**src/rtl/bp_lookup_update_scheduler.sv**
```systemverilog
// Schedules lookups and training updates onto the single port of a branch predictor,
// tracking in-flight branches in program order and counting branches/mispredictions.
module bp_lookup_update_scheduler #(
    parameter int unsigned DEPTH = 8,
    parameter int unsigned IP_W  = 64,
    parameter int unsigned CNT_W = 32
) (
    input  logic                     clk,
    input  logic                     reset_n,
    input  logic                     flush,
    input  logic                     req_valid,
    input  logic [IP_W-1:0]          req_ip,
    output logic                     req_ready,
    output logic                     pred_valid,
    output logic                     pred_taken,
    input  logic                     res_valid,
    input  logic                     res_taken,
    output logic [IP_W-1:0]          tbl_ip,
    output logic                     tbl_upd,
    output logic                     tbl_taken,
    input  logic                     tbl_pred,
    output logic [$clog2(DEPTH):0]   inflight,
    output logic [CNT_W-1:0]         branch_cnt,
    output logic [CNT_W-1:0]         mispred_cnt,
    output logic                     err_underflow
);

    localparam int unsigned PTR_W = $clog2(DEPTH);
    localparam int unsigned OCC_W = PTR_W + 1;

    logic [IP_W-1:0]  ip_mem [DEPTH];
    logic [DEPTH-1:0] pred_mem;

    logic [PTR_W-1:0] wr_ptr_q, rd_ptr_q;
    logic [OCC_W-1:0] count_q;
    logic             pred_valid_q, pred_taken_q;
    logic [CNT_W-1:0] branch_cnt_q, mispred_cnt_q;
    logic             err_q;

    logic empty, full, do_upd, do_lookup, underflow, head_pred;

    assign empty     = (count_q == '0);
    assign full      = (count_q == OCC_W'(DEPTH));
    assign do_upd    = !flush && res_valid && !empty;
    assign underflow = !flush && res_valid && empty;
    // Ready depends combinationally on res_valid: an update owns the port this cycle.
    assign req_ready = !flush && !full && !(res_valid && !empty);
    assign do_lookup = req_valid && req_ready;
    assign head_pred = pred_mem[rd_ptr_q];

    always_comb begin
        tbl_upd   = 1'b0;
        tbl_ip    = '0;
        tbl_taken = 1'b0;
        if (do_upd) begin
            tbl_upd   = 1'b1;
            tbl_ip    = ip_mem[rd_ptr_q];
            tbl_taken = res_taken;
        end else if (do_lookup) begin
            tbl_ip = req_ip;
        end
    end

    always_ff @(posedge clk) begin
        if (do_lookup) begin
            ip_mem[wr_ptr_q]   <= req_ip;
            pred_mem[wr_ptr_q] <= tbl_pred;
        end
    end

    always_ff @(posedge clk or negedge reset_n) begin
        if (!reset_n) begin
            wr_ptr_q <= '0;
            rd_ptr_q <= '0;
            count_q  <= '0;
        end else if (flush) begin
            wr_ptr_q <= '0;
            rd_ptr_q <= '0;
            count_q  <= '0;
        end else begin
            // Update and lookup are mutually exclusive, so occupancy moves by at most one.
            if (do_lookup) begin
                wr_ptr_q <= wr_ptr_q + 1'b1;
                count_q  <= count_q + 1'b1;
            end else if (do_upd) begin
                rd_ptr_q <= rd_ptr_q + 1'b1;
                count_q  <= count_q - 1'b1;
            end
        end
    end

    always_ff @(posedge clk or negedge reset_n) begin
        if (!reset_n) begin
            pred_valid_q <= 1'b0;
            pred_taken_q <= 1'b0;
        end else begin
            pred_valid_q <= do_lookup;
            if (do_lookup) begin
                pred_taken_q <= tbl_pred;
            end
        end
    end

    always_ff @(posedge clk or negedge reset_n) begin
        if (!reset_n) begin
            branch_cnt_q  <= '0;
            mispred_cnt_q <= '0;
            err_q         <= 1'b0;
        end else begin
            if (do_upd && branch_cnt_q != '1) begin
                branch_cnt_q <= branch_cnt_q + 1'b1;
            end
            if (do_upd && head_pred != res_taken && mispred_cnt_q != '1) begin
                mispred_cnt_q <= mispred_cnt_q + 1'b1;
            end
            if (underflow) begin
                err_q <= 1'b1;
            end
        end
    end

    assign pred_valid    = pred_valid_q;
    assign pred_taken    = pred_taken_q;
    assign inflight      = count_q;
    assign branch_cnt    = branch_cnt_q;
    assign mispred_cnt   = mispred_cnt_q;
    assign err_underflow = err_q;

endmodule

```
**config.mk**
```make
export PLATFORM = sky130hd
export DESIGN_NAME = bp_lookup_update_scheduler
export DESIGN_NICKNAME = d
export VERILOG_FILES = /design/src/rtl/bp_lookup_update_scheduler.sv
export SDC_FILE = /design/constraint.sdc
export NUM_CORES = 1
export LEC_CHECK = 0
export CORE_MARGIN = 3
export CORE_UTILIZATION = 62
export DETAILED_ROUTE_END_ITERATION = 12
export GPL_TIMING_DRIVEN = 1
export PLACE_DENSITY_LB_ADDON = 0.12
export SETUP_SLACK_MARGIN = 0.4
export SYNTH_ARGS = -nofsm -noshare
export SYNTH_HDL_FRONTEND = slang
export SYNTH_SLANG_ARGS = --single-unit
export TNS_END_PERCENT = 20
```
**constraint.sdc**
```tcl
create_clock -name clk -period 12.4 [get_ports clk]
set_input_delay 1.24 -clock clk [delete_from_list [all_inputs] [get_ports clk]]
set_output_delay 1.24 -clock clk [all_outputs]
set_load 0.01 [all_outputs]
```
## Word-level counts from Yosys, hierarchy flattened

Memory sizes are Yosys's and may differ from the RTL's.
Cells that the tools add are included.
Widths: inputs -> output; s select.

| storage, ports and cells | value |
|---|---|
| register bits after elaboration | 85 |
| memory bits (writable) | 512 |
| output and inout bits | 138 |
| logic and storage cells | 63 |
| memories | 1 |

Memory list:

| memory | depth | bits a word | rd ports | clocked after memory_dff | write ports | RTL line | RTL |
|---|---|---|---|---|---|---|---|
| ip_mem | 8 | 64 | 1 | 0 | 1 | 31 | `logic [IP_W-1:0] ip_mem [DEPTH];` |

| operators by class | value |
|---|---|
| add/sub/neg operators | 6 |
| $lt $le $gt $ge | 3 |
| eq/ne operators | 5 |
| muxes and demuxes | 19 |
| reductions and logical operators | 20 |

Operators with widths:

| cell | count |
|---|---|
| $mux 64 | 2 |
| $add 32x1->32 const B | 2 |
| $ne 32x32->1 const B | 2 |
| $mux 3 | 5 |
| $mux 4 | 3 |
| $logic_and 1x1->1 | 11 |
| $bwmux 8 | 1 |
| $lt 3x4->1 const B | 2 |
| $add 3x1->3 const B | 2 |
| $mux 1 | 6 |
| $add 4x1->4 const B | 1 |
| $eq 4x4->1 const B | 1 |
| $logic_not 1->1 | 4 |
| $logic_not 4->1 | 1 |
| $reduce_bool 2->1 | 2 |
| $sub 4x1->4 const B | 1 |
| $bmux 1 s3 | 1 |
| $demux 1 s3 | 1 |
| $ge 3x1->1 const B | 1 |
| $reduce_bool 3->1 | 1 |
| $ne 2x2->1 const B | 1 |
| $reduce_and 2->1 | 1 |
| $ne 1x1->1 | 1 |

## Depth between registers and ports, before layout

Gate-level depths: netlist (run 1).

| logic depth | value |
|---|---|
| depth after elaboration | 8 |
| gate-level depth with buffers | 11 |
| mapped depth without buffers | 10 |

## Least setup slack after synthesis (run 1)

No wires, ideal clock.

| path | value |
|---|---|
| path kind | input port to flip-flop |
| start | in res_valid |
| end | mem ip_mem[1][0] (enable) |
| setup time | 0.568 ns |
| arrival time | 6.889 ns |
| required time | 11.832 ns |
| setup slack | 4.943 ns |
| cell stages on the path | 7 |
| buffers on the path | 2 |
| cells stage by stage | o31a_1 > a211oi_1 > and2_1 > buf_2 > clkbuf_1 > nand2_1 > nor3_1 |

| on the way | value |
|---|---|
| word-level cells in the longest chain between the ends | 6 |

RTL lines:

| what | RTL line | RTL |
|---|---|---|
| start: declaration | 16 | `input logic res_valid,` |
| $logic_and 1x1->1 | 47 | `assign req_ready = !flush && !full && !(res_valid && !empty);` |
| $logic_not 1->1 | 47 |  |
| $logic_and 1x1->1 | 47 |  |
| net req_ready | 13 | `output logic req_ready,` |
| $logic_and 1x1->1 | 48 | `assign do_lookup = req_valid && req_ready;` |
| $mux 1 | 65 | `if (do_lookup) begin` |
| $mux 1 (implied by the code) | 66 | `ip_mem[wr_ptr_q] <= req_ip;` |
| end: declaration | 31 |  |

The timed path passes the listed nets, and every way through them passes these cells.

## Worst setup path in the final report (run 1)

| path | value |
|---|---|
| start | in flush |
| end | out tbl_ip[34] |

| on the way | value |
|---|---|
| word-level cells in the longest chain between the ends | 6 |
| elaborated cells between the ends (all ways) | 8 |
| classes of those cells | 2 x mux; 6 x reduce/logical |

RTL lines:

| what | RTL line | RTL |
|---|---|---|
| start: declaration | 10 | `input logic flush,` |
| $logic_not 1->1 * | 44, 47 |  |
| $logic_and 1x1->1 (2 in a row) | 47 |  |
| $logic_and 1x1->1 | 48 |  |
| $mux 64 | 59 | `end else if (do_lookup) begin` |
| $mux 64 * | 55 | `if (do_upd) begin` |
| end: declaration | 18 | `output logic [IP_W-1:0] tbl_ip,` |

Every way passes the cells marked *; elsewhere a longest branch is shown, timed or not.

==> out/metrics.cfg, run 1 <==
[status]
status=finished clean

[timing]
setup_ws_ps=7020
rsz0062_at_grt=no
finalClockSkew_ps=24.4
hold-worst-slack_ps=471
fin_crit_sh_pct=43.4
setup_tns_ps=0
finalSetupViolCount=0
fmax_ghz=0.186
fin_crit_ps=5380
finalHoldViolCount=0
worst_slew_pin_slew_ps=1230
drv_slew=0
relSlewSlack_pct=17.5

[drt]
ant_nets=0
firstDrtPassIters=5
drc=0
vias_per_cell=6.09
vias=12300
wl_per_cell_um=24.0
wirelength_mm=48.6
drt-initial-drc-count=1140

[worst_setup_path]
cp_max_fo=34
path_class=in -> out
cp.required_ps=11160
start_kind=input port
worst_setup_path_end_kind=primary output
cp.arrival_ps=4140

[worst_hold_path]
hp-class=reg -> reg

[placed_design]
placed_cells=1921
dp_hpwl_mm=26.9
gp_congestion=0.801
portBuffers=208
pre_cts_ws_ps=6950

[clock_network]
clk_pin_slew_worst_paths_ps=60
post_cts_buffers=0
clkLatencyLatePin_ps=620
clock-sinks=597
clockBufferDepth=3
htree_levels=2
cts_root_buffer=clkbuf_16
cts_resized=0
postCtsHoldBufs=0
tritoncts=yes
cts_buffers=57

[yosys]
postSynthAreaPerCell_um2=18.9
synth_top_area_share_pct=66.0
synthDistinctLibCells=39
synth-edff-count=520
ys.flop_type=edfxtp_1
yosysTopAreaCell=edfxtp_1
synth.area.top_cells=edfxtp_1 (66%), mux4_2 (12%), dfrtp_1 (8.1%)
async_flop_share_pct=12.9
yosys_register_bits=597
synth.cell_area_um2=23700
ys_seq_area_share_pct=74.2
synth_cells=1250
ys_warn_count=0
syn-num-nets=1328

[global_route]
track_usage_pct=24.4
grt_pass1_vias=12800
grt_pass1_wl_mm=76.1
grt_max_degree=78
overflow=0
antenna_found_initial=1

[cells_and_area]
mostFrequentLayoutCells=edfxtp_1 (520), clkdlybuf4s50_1 (207), mux4_2 (130)
multi_input_area_um2=5900
final_common_cell=edfxtp_1
final_cells=2025
fillers=2205
syn_to_final_growth_pct=18.3
regArea_um2=17600
drive_gt1_share_pct=15.6
nets=1554
antenna_cells=0

[die]
io_pins=209
rows=70
die_w_um=201
die_area_um2=40500
floorplan.initialDensity_pct=63.7
die_y_um=201
coreArea_um2=37100

[pwr]
p_leak_nw=9.03
ir_drop_v=0.000151
power_density_nw_per_um2=179

[flow_run]
drv_cap=0

## synthesized netlist by cell type, types with 2 or more instances
cell / n
clkbuf_1: 23
mux2_2: 2
edfxtp_1: 520
or4_1: 2
and2_1: 5
inv_1: 10
and4_1: 6
dfrtp_1: 77
ha_1: 6
mux4_2: 130
xnor2_1: 40
nor3_1: 10
a21oi_1: 2
buf_1: 16
a211oi_1: 2
and3_1: 8
nand2b_1: 5
nor2_1: 38
nand3_1: 27
nand2_1: 103
buf_2: 18
xor2_1: 29
o21ai_0: 66
mux2i_1: 67
nor4_1: 6
nand4_1: 19
## critical path, cell delays in order
cell and delay (ps):
clkdlybuf4s50_1 640, nor2b_1 400, nand2_2 480, buf_4 430
o21ai_0 280, clkdlybuf4s50_1 630
## layout make-up
type,instances,area share (%)
clock buffer,75,5.41
inverter,10,0.134
sequential,597,62.7
timing repair buffer,224,7.86
multi-input combinational,586,21.1
tap,504,2.25
clock inverter,29,0.554
## kinds of logic (layout without fill, tap and decap cells)
| logic type | after synthesis | in the layout | share of synthesized area (%) |
|---|---|---|---|
| compound gates | 77 | 77 | 1.77 |
| xor+xnor | 69 | 69 | 2.55 |
| fa+ha+maj | 7 | 7 | 0.402 |
| buf+inv | 67 | 338 | 1.16 |
| flops | 597 | 597 | 74.2 |
| mux | 200 | 200 | 15.4 |
| simple gates | 233 | 233 | 4.60 |
## metrics by stage
| stage | total power (W) | cell area, um^2 | utilization, % |
|---|---|---|---|
| 3_3_place_gp | 0.00346 | 26300 | 70.9 |
| 3_5_place_dp | 0.00348 | 26300 | 70.9 |
| 4_1_cts | 0.00505 | 28000 | 75.4 |
| 2_1_floorplan | 0.00308 | 23700 | - |
| 6_report | 0.00500 | 28000 | 75.4 |
| 5_1_grt | 0.00520 | 28000 | 75.4 |
## routing by layer
| layer | part of all wire [%] | wire [um] | vias up | global-route usage, % |
|---|---|---|---|---|
| met2 | 50 | 24300 | 435 | 40.3 |
| met5 | 0.027 | 13 | - | 0 |
| met3 | 6.3 | 3070 | 86 | 3.82 |
| met4 | 2.6 | 1280 | 2 | 7.43 |
| met1 | 41 | 19900 | 6379 | 34.7 |
| li1 | - | - | 5424 | - |
## flip-flops by register name, indices dropped and copies added (netlist names)
| register | flops |
|---|---|
| ip_mem | 512 |
| branch_cnt | 32 |
| mispred_cnt | 32 |
| pred_mem | 8 |
| inflight | 4 |
| rd_ptr_q | 3 |
| wr_ptr_q | 3 |
| err_underflow | 1 |
| pred_taken | 1 |
| pred_valid | 1 |
## worst paths after layout
kind | start | end | slack, ps | depth (start not counted)
setup reg to reg | inflight[0]$_DFFE_PN0P_ | ip_mem[0][15]$_DFFE_PP_ | 8050 | 7
hold reg to reg | err_underflow$_DFFE_PN0P_ | err_underflow$_DFFE_PN0P_ | 470 | 1
hold / removal | err_underflow$_DFFE_PN0P_ | err_underflow$_DFFE_PN0P_ | 470 | 1
min in group asynchronous | reset_n | branch_cnt[8]$_DFFE_PN0P_ | 800 | 1
max in group asynchronous | reset_n | rd_ptr_q[0]$_DFFE_PN0P_ | 10860 | 1
setup / recovery | flush | tbl_ip[34] | 7020 | 6
## power breakdown
group          total, W  internal, W  leakage (nW)  switching [W]
registers       0.00239      0.00228          5.71       0.000107
logic           0.00105     0.000558          2.50       0.000488
clock network   0.00157     0.000857         0.818       0.000713
total           0.00500      0.00369          9.03        0.00131
Note: power is estimated with default switching activity, not from simulation.
==> run 2: changes to the inputs <==
--- a/config.mk
+++ b/config.mk
@@ -6,7 +6,7 @@
 export NUM_CORES = 1
 export LEC_CHECK = 0
 export CORE_MARGIN = 3
-export CORE_UTILIZATION = 62
+export CORE_UTILIZATION = 57
 export DETAILED_ROUTE_END_ITERATION = 12
 export GPL_TIMING_DRIVEN = 1
 export PLACE_DENSITY_LB_ADDON = 0.12
==> constraint.sdc (replaced) <==
create_clock -name clk -period 5.26 [get_ports clk]
set_input_delay 0.526 -clock clk [delete_from_list [all_inputs] [get_ports clk]]
set_output_delay 0.526 -clock clk [all_outputs]
set_load 0.01 [all_outputs]
==> run 2 against run 1 <==
First-iteration DRC count down 6.1%. Combinational power up 140%. Non-clock buffer count up 13. Final cell count up 1.9%. Sequential cell count unchanged. Clock skew down 2.6 ps. Via count down 0.76%. Global-route usage down 1.8 points. Routed wire length up 0.86%. Setup slack worse by 5900 ps. Critical path depth up 1. Count of clock-buffer cells in the layout down 5.
==> out/metrics.cfg, run 2 (synthesis results as in run 1) <==
[worst_setup_path]
cp.required_ps=4730
cp_max_fo=37
cp_slowest_stage_delay_ps=830
path_cells=o31a_1 > a211oi_1 > and2_2 > buf_12 > nand2_1 > o21ai_0 > clkdlybuf4s50_1
r2r_start=inflight[0]$_DFFE_PN0P_
start_kind=register
cp.arrival_ps=3620
path_class=reg -> out
ff2ff_setup_slack_ps=1570
reg2reg_depth=6
r2r-end=ip_mem[0][12]$_DFFE_PP_
slowest_stage=and2_2
worst_setup_path_end_kind=primary output

[pwr]
power_density_nw_per_um2=431
ir_drop_v=0.000334
finalPower_w=0.0122
p_leak_nw=9.23

[status]
status=finished clean

[drt]
vias=12200
wirelength_mm=49.0
vias_per_cell=5.93
drc=0
firstDrtPassIters=4
ant_nets=0
wl_per_cell_um=23.7
drt-initial-drc-count=1070

[die]
rows=73
die_w_um=210
die_y_um=210
coreArea_um2=40400
floorplan.initialDensity_pct=58.6
io_pins=209
die_area_um2=44000

[cells_and_area]
fillers=2595
syn_to_final_growth_pct=20.1
nets=1568
antenna_cells=0
largest_register_ffs=512
mostFrequentLayoutCells=edfxtp_1 (520), clkdlybuf4s50_1 (207), mux4_2 (130)
top_register=ip_mem
drive_gt1_share_pct=17.3
final_common_cell=edfxtp_1

[clock_network]
htree_levels=2
postCtsHoldBufs=0
clk_pin_slew_worst_paths_ps=60
clockBufferDepth=3
cts_root_buffer=clkbuf_16
cts_buffers=58
cts_resized=0
clock-sinks=597
tritoncts=yes
clkLatencyLatePin_ps=610
post_cts_buffers=0

[global_route]
grt_pass1_vias=12500
grt_pass1_wl_mm=76.2
grt_max_degree=78
antenna_found_initial=1
track_usage_pct=22.7
overflow=0

[placed_design]
dp_hpwl_mm=28.4
gp_congestion=0.822
portBuffers=208
pre_cts_ws_ps=1100

[timing]
relSlewSlack_pct=35.4
rsz0062_at_grt=no
fmax_ghz=0.241
fin_crit_sh_pct=78.8
finalClockSkew_ps=21.8
fin_crit_ps=4140
worst_slew_pin_slew_ps=970
finalHoldViolCount=0
setup_ws_ps=1120
drv_slew=0
setup_tns_ps=0
finalSetupViolCount=0

[worst_hold_path]
hp-class=in -> async

[flow_run]
drv_cap=0

## run 2: area by class of cell
type | instances | area, um^2 | share of cell area, %
Sequential cell | 597 | 17600 | 61.8
Multi-Input combinational cell | 586 | 5910 | 20.8
Timing Repair Buffer | 237 | 2330 | 8.22
Clock buffer | 70 | 1520 | 5.34
Tap cell | 525 | 657 | 2.31
Clock inverter | 39 | 392 | 1.38
Inverter | 10 | 37.5 | 0.132
## run 2: how the worst max path moves through the flow
stage / from / to / slack (ps)
after floorplan: inflight[0]$_DFFE_PN0P_ / ip_mem[3][0]$_DFFE_PP_ / 90
after global placement: flush / ip_mem[0][33]$_DFFE_PP_ / 1280
after detailed placement: flush / ip_mem[1][33]$_DFFE_PP_ / 1100
after CTS: inflight[0]$_DFFE_PN0P_ / tbl_ip[62] / 1070
after global routing: inflight[0]$_DFFE_PN0P_ / tbl_ip[59] / 850
final: inflight[0]$_DFFE_PN0P_ / tbl_ip[45] / 1120
## run 2: per-layer routing
metal / track usage, % / wire (um) / up-vias
li1: - / - / 5447
met1: 34.5 / 21700 / 6360
met2: 35.1 / 23600 / 366
met3: 3.92 / 2950 / 57
met4: 5.52 / 780 / 2
met5: 0 / 8 / -
## run 2: report_power, final
group	switching [W]	leakage [nW]	internal [W]	total [W]
logic	0.00117	2.57	0.00135	0.00252
clock network	0.00170	0.944	0.00240	0.00410
registers	0.000256	5.71	0.00537	0.00563
total	0.00313	9.23	0.00912	0.0122
## run 2: worst max-delay path, delay by kind of cell, from the launching register on
kind / cells / cell delay [ps]
AOI/OAI and AO/OA: 3 / 720
buffers and inverters: 2 / 850
DFF: 1 / 500
and+or+nand+nor: 2 / 900
## run 2: through the flow
stage	cell area, um^2	hold WS (ps)	cells	util (%)
2_1_floorplan	23700	230	1250	-
3_3_place_gp	26500	477	1955	65.6
3_5_place_dp	26500	478	1955	65.6
4_1_cts	28400	113	2064	70.3
5_1_grt	28400	158	2064	70.3
6_report	28400	103	2064	70.3
==> run 3: changes to the inputs <==
==> constraint.sdc (replaced) <==
create_clock -name clk -period 4.1 [get_ports clk]
set_input_delay 0.41 -clock clk [delete_from_list [all_inputs] [get_ports clk]]
set_output_delay 0.41 -clock clk [all_outputs]
set_load 0.01 [all_outputs]
==> run 3 against run 2 <==
Critical path depth is 2 lower. Sequential cell count did not move. Routed wire length fell by 0.49%. Largest cell class unchanged. Highest routed layer unchanged.
==> out/metrics.cfg, run 3 (synthesis results as in run 1) <==
[pwr]
power.share.switching_pct=25.3
power_density_nw_per_um2=553
p_clk_share_pct=33.5
power_frac_seq_pct=45.1
p_switching_w=0.00398
ir_drop_v=0.000367
p_leak_nw=9.26
p_comb_share_pct=21.4
p_int_w=0.0118

[worst_setup_path]
cp_max_fo=15
cp.arrival_ps=3120
cp.required_ps=3690
path_class=reg -> out
worst_setup_path_end_kind=primary output
start_kind=register

[cells_and_area]
syn_to_final_growth_pct=20.7
final_area_um2=28600
nets=1573
final_cells=2068
drive_gt1_share_pct=17.2
top_register=ip_mem
fin_util_pct=70.7
antenna_cells=0
largest_register_ffs=512
mostFrequentLayoutCells=edfxtp_1 (520), clkdlybuf4s50_1 (207), mux4_2 (130)
final_common_cell=edfxtp_1

[drt]
ant_nets=0
vias_per_cell=5.98
drc=0
wl_per_cell_um=23.6
drt-initial-drc-count=1076
vias=12400
firstDrtPassIters=7
wirelength_mm=48.8

[status]
status=finished clean

[clock_network]
clkLatencyLatePin_ps=600
tritoncts=yes
clk_pin_slew_worst_paths_ps=60
clockBufferDepth=3
cts_root_buffer=clkbuf_16
clock-sinks=597
cts_buffers=57
htree_levels=2

[die]
die_y_um=210
die_w_um=210
floorplan.initialDensity_pct=58.6
rows=73
coreArea_um2=40400
die_area_um2=44000
io_pins=209

[timing]
fin_crit_sh_pct=86.0
rsz0062_at_grt=no
worst_slew_pin_slew_ps=969
relSlewSlack_pct=35.4
finalClockSkew_ps=13.2
finalSetupViolCount=0
drv_slew=0
setup_tns_ps=0
fmax_ghz=0.284
fin_crit_ps=3530
finalHoldViolCount=0

[global_route]
antenna_found_initial=1
grt_max_degree=78
track_usage_pct=22.4
grt_pass1_vias=12700
overflow=0
grt_pass1_wl_mm=75.2

[flow_run]
drv_cap=0

[worst_hold_path]
hp-class=reg -> reg

[placed_design]
placed_cells=1959
placed_cell_area_um2=26600
dp_hpwl_mm=28.3
portBuffers=208
gp_congestion=0.819

[run 3: cell types whose count changed in the layout (fill, tap and decap cells not counted), moves of 2 or more]
cell,delta
clkinv_2,-11
clkbuf_1,+2
buf_4,-4
clkinv_1,+5
buf_12,+8
[run 3: routing by layer]
metal  share of wire [%]  up-vias  track usage [%]
li1                    -     5464                -
met1                  42     6410             32.2
met2                  50      417             36.9
met3                 5.8       80             3.35
met4                 2.1        2             5.77
met5               0.025        -                0
[run 3: what timing repair did]
item,4_1_cts,5_1_grt
hold buffers,1,0
setup endpoints to repair,5,1
gates resized for setup,0,1
setup buffers,1,0
hold endpoints to repair,64,0
pin swaps,0,0
[run 3: area by class of cell]
| cell class | count | area [um^2] |
|---|---|---|
| clock buffer | 72 | 1510 |
| multi-input combinational | 586 | 5920 |
| fill | 2585 | 11800 |
| timing repair buffer | 243 | 2490 |
| sequential | 597 | 17600 |
| clock inverter | 35 | 383 |
| inverter | 10 | 37.5 |
| tap | 525 | 657 |
[run 3: power groups by stage]
stage | clock (W) | combinational, W | sequential, W
6_report | 0.00528 | 0.00338 | 0.00711
5_1_grt | 0.00562 | 0.00364 | 0.00715
4_1_cts | 0.00539 | 0.00345 | 0.00712
3_5_place_dp | 0 | 0.00338 | 0.00728
3_3_place_gp | 0 | 0.00333 | 0.00726
2_1_floorplan | 0 | 0.00216 | 0.00716
[run 3: path summary, 6_finish.rpt]
| kind | slack (ps) | end | start | cells past startpoint |
|---|---|---|---|---|
| max | 570 | tbl_ip[43] | rd_ptr_q[0]$_DFFE_PN0P_ | 5 |
| min | 470 | err_underflow$_DFFE_PN0P_ | err_underflow$_DFFE_PN0P_ | 1 |
| max reg2reg | 1170 | inflight[3]$_DFFE_PN0P_ | inflight[0]$_DFFE_PN0P_ | 11 |
| min reg2reg | 470 | err_underflow$_DFFE_PN0P_ | err_underflow$_DFFE_PN0P_ | 1 |
| max in group asynchronous | 2840 | rd_ptr_q[1]$_DFFE_PN0P_ | reset_n | 2 |
| min in group asynchronous | 530 | mispred_cnt[12]$_DFFE_PN0P_ | reset_n | 2 |
[run 3: metrics by stage]
step / power, W / hold slack [ps] / setup slack (ps)
3_3_place_gp: 0.0106 / 471 / 696
4_1_cts: 0.0160 / 454 / 501
6_report: 0.0158 / 474 / 574
5_1_grt: 0.0164 / 493 / 416
3_5_place_dp: 0.0107 / 471 / 632
2_1_floorplan: 0.00932 / 114 / 311
[run 3: worst max-delay path: stages (launching register included)]
cell	delay, ps
dfrtp_4	650
buf_4	310
mux4_2	550
mux2i_1	350
o21ai_0	150
clkdlybuf4s50_1	500
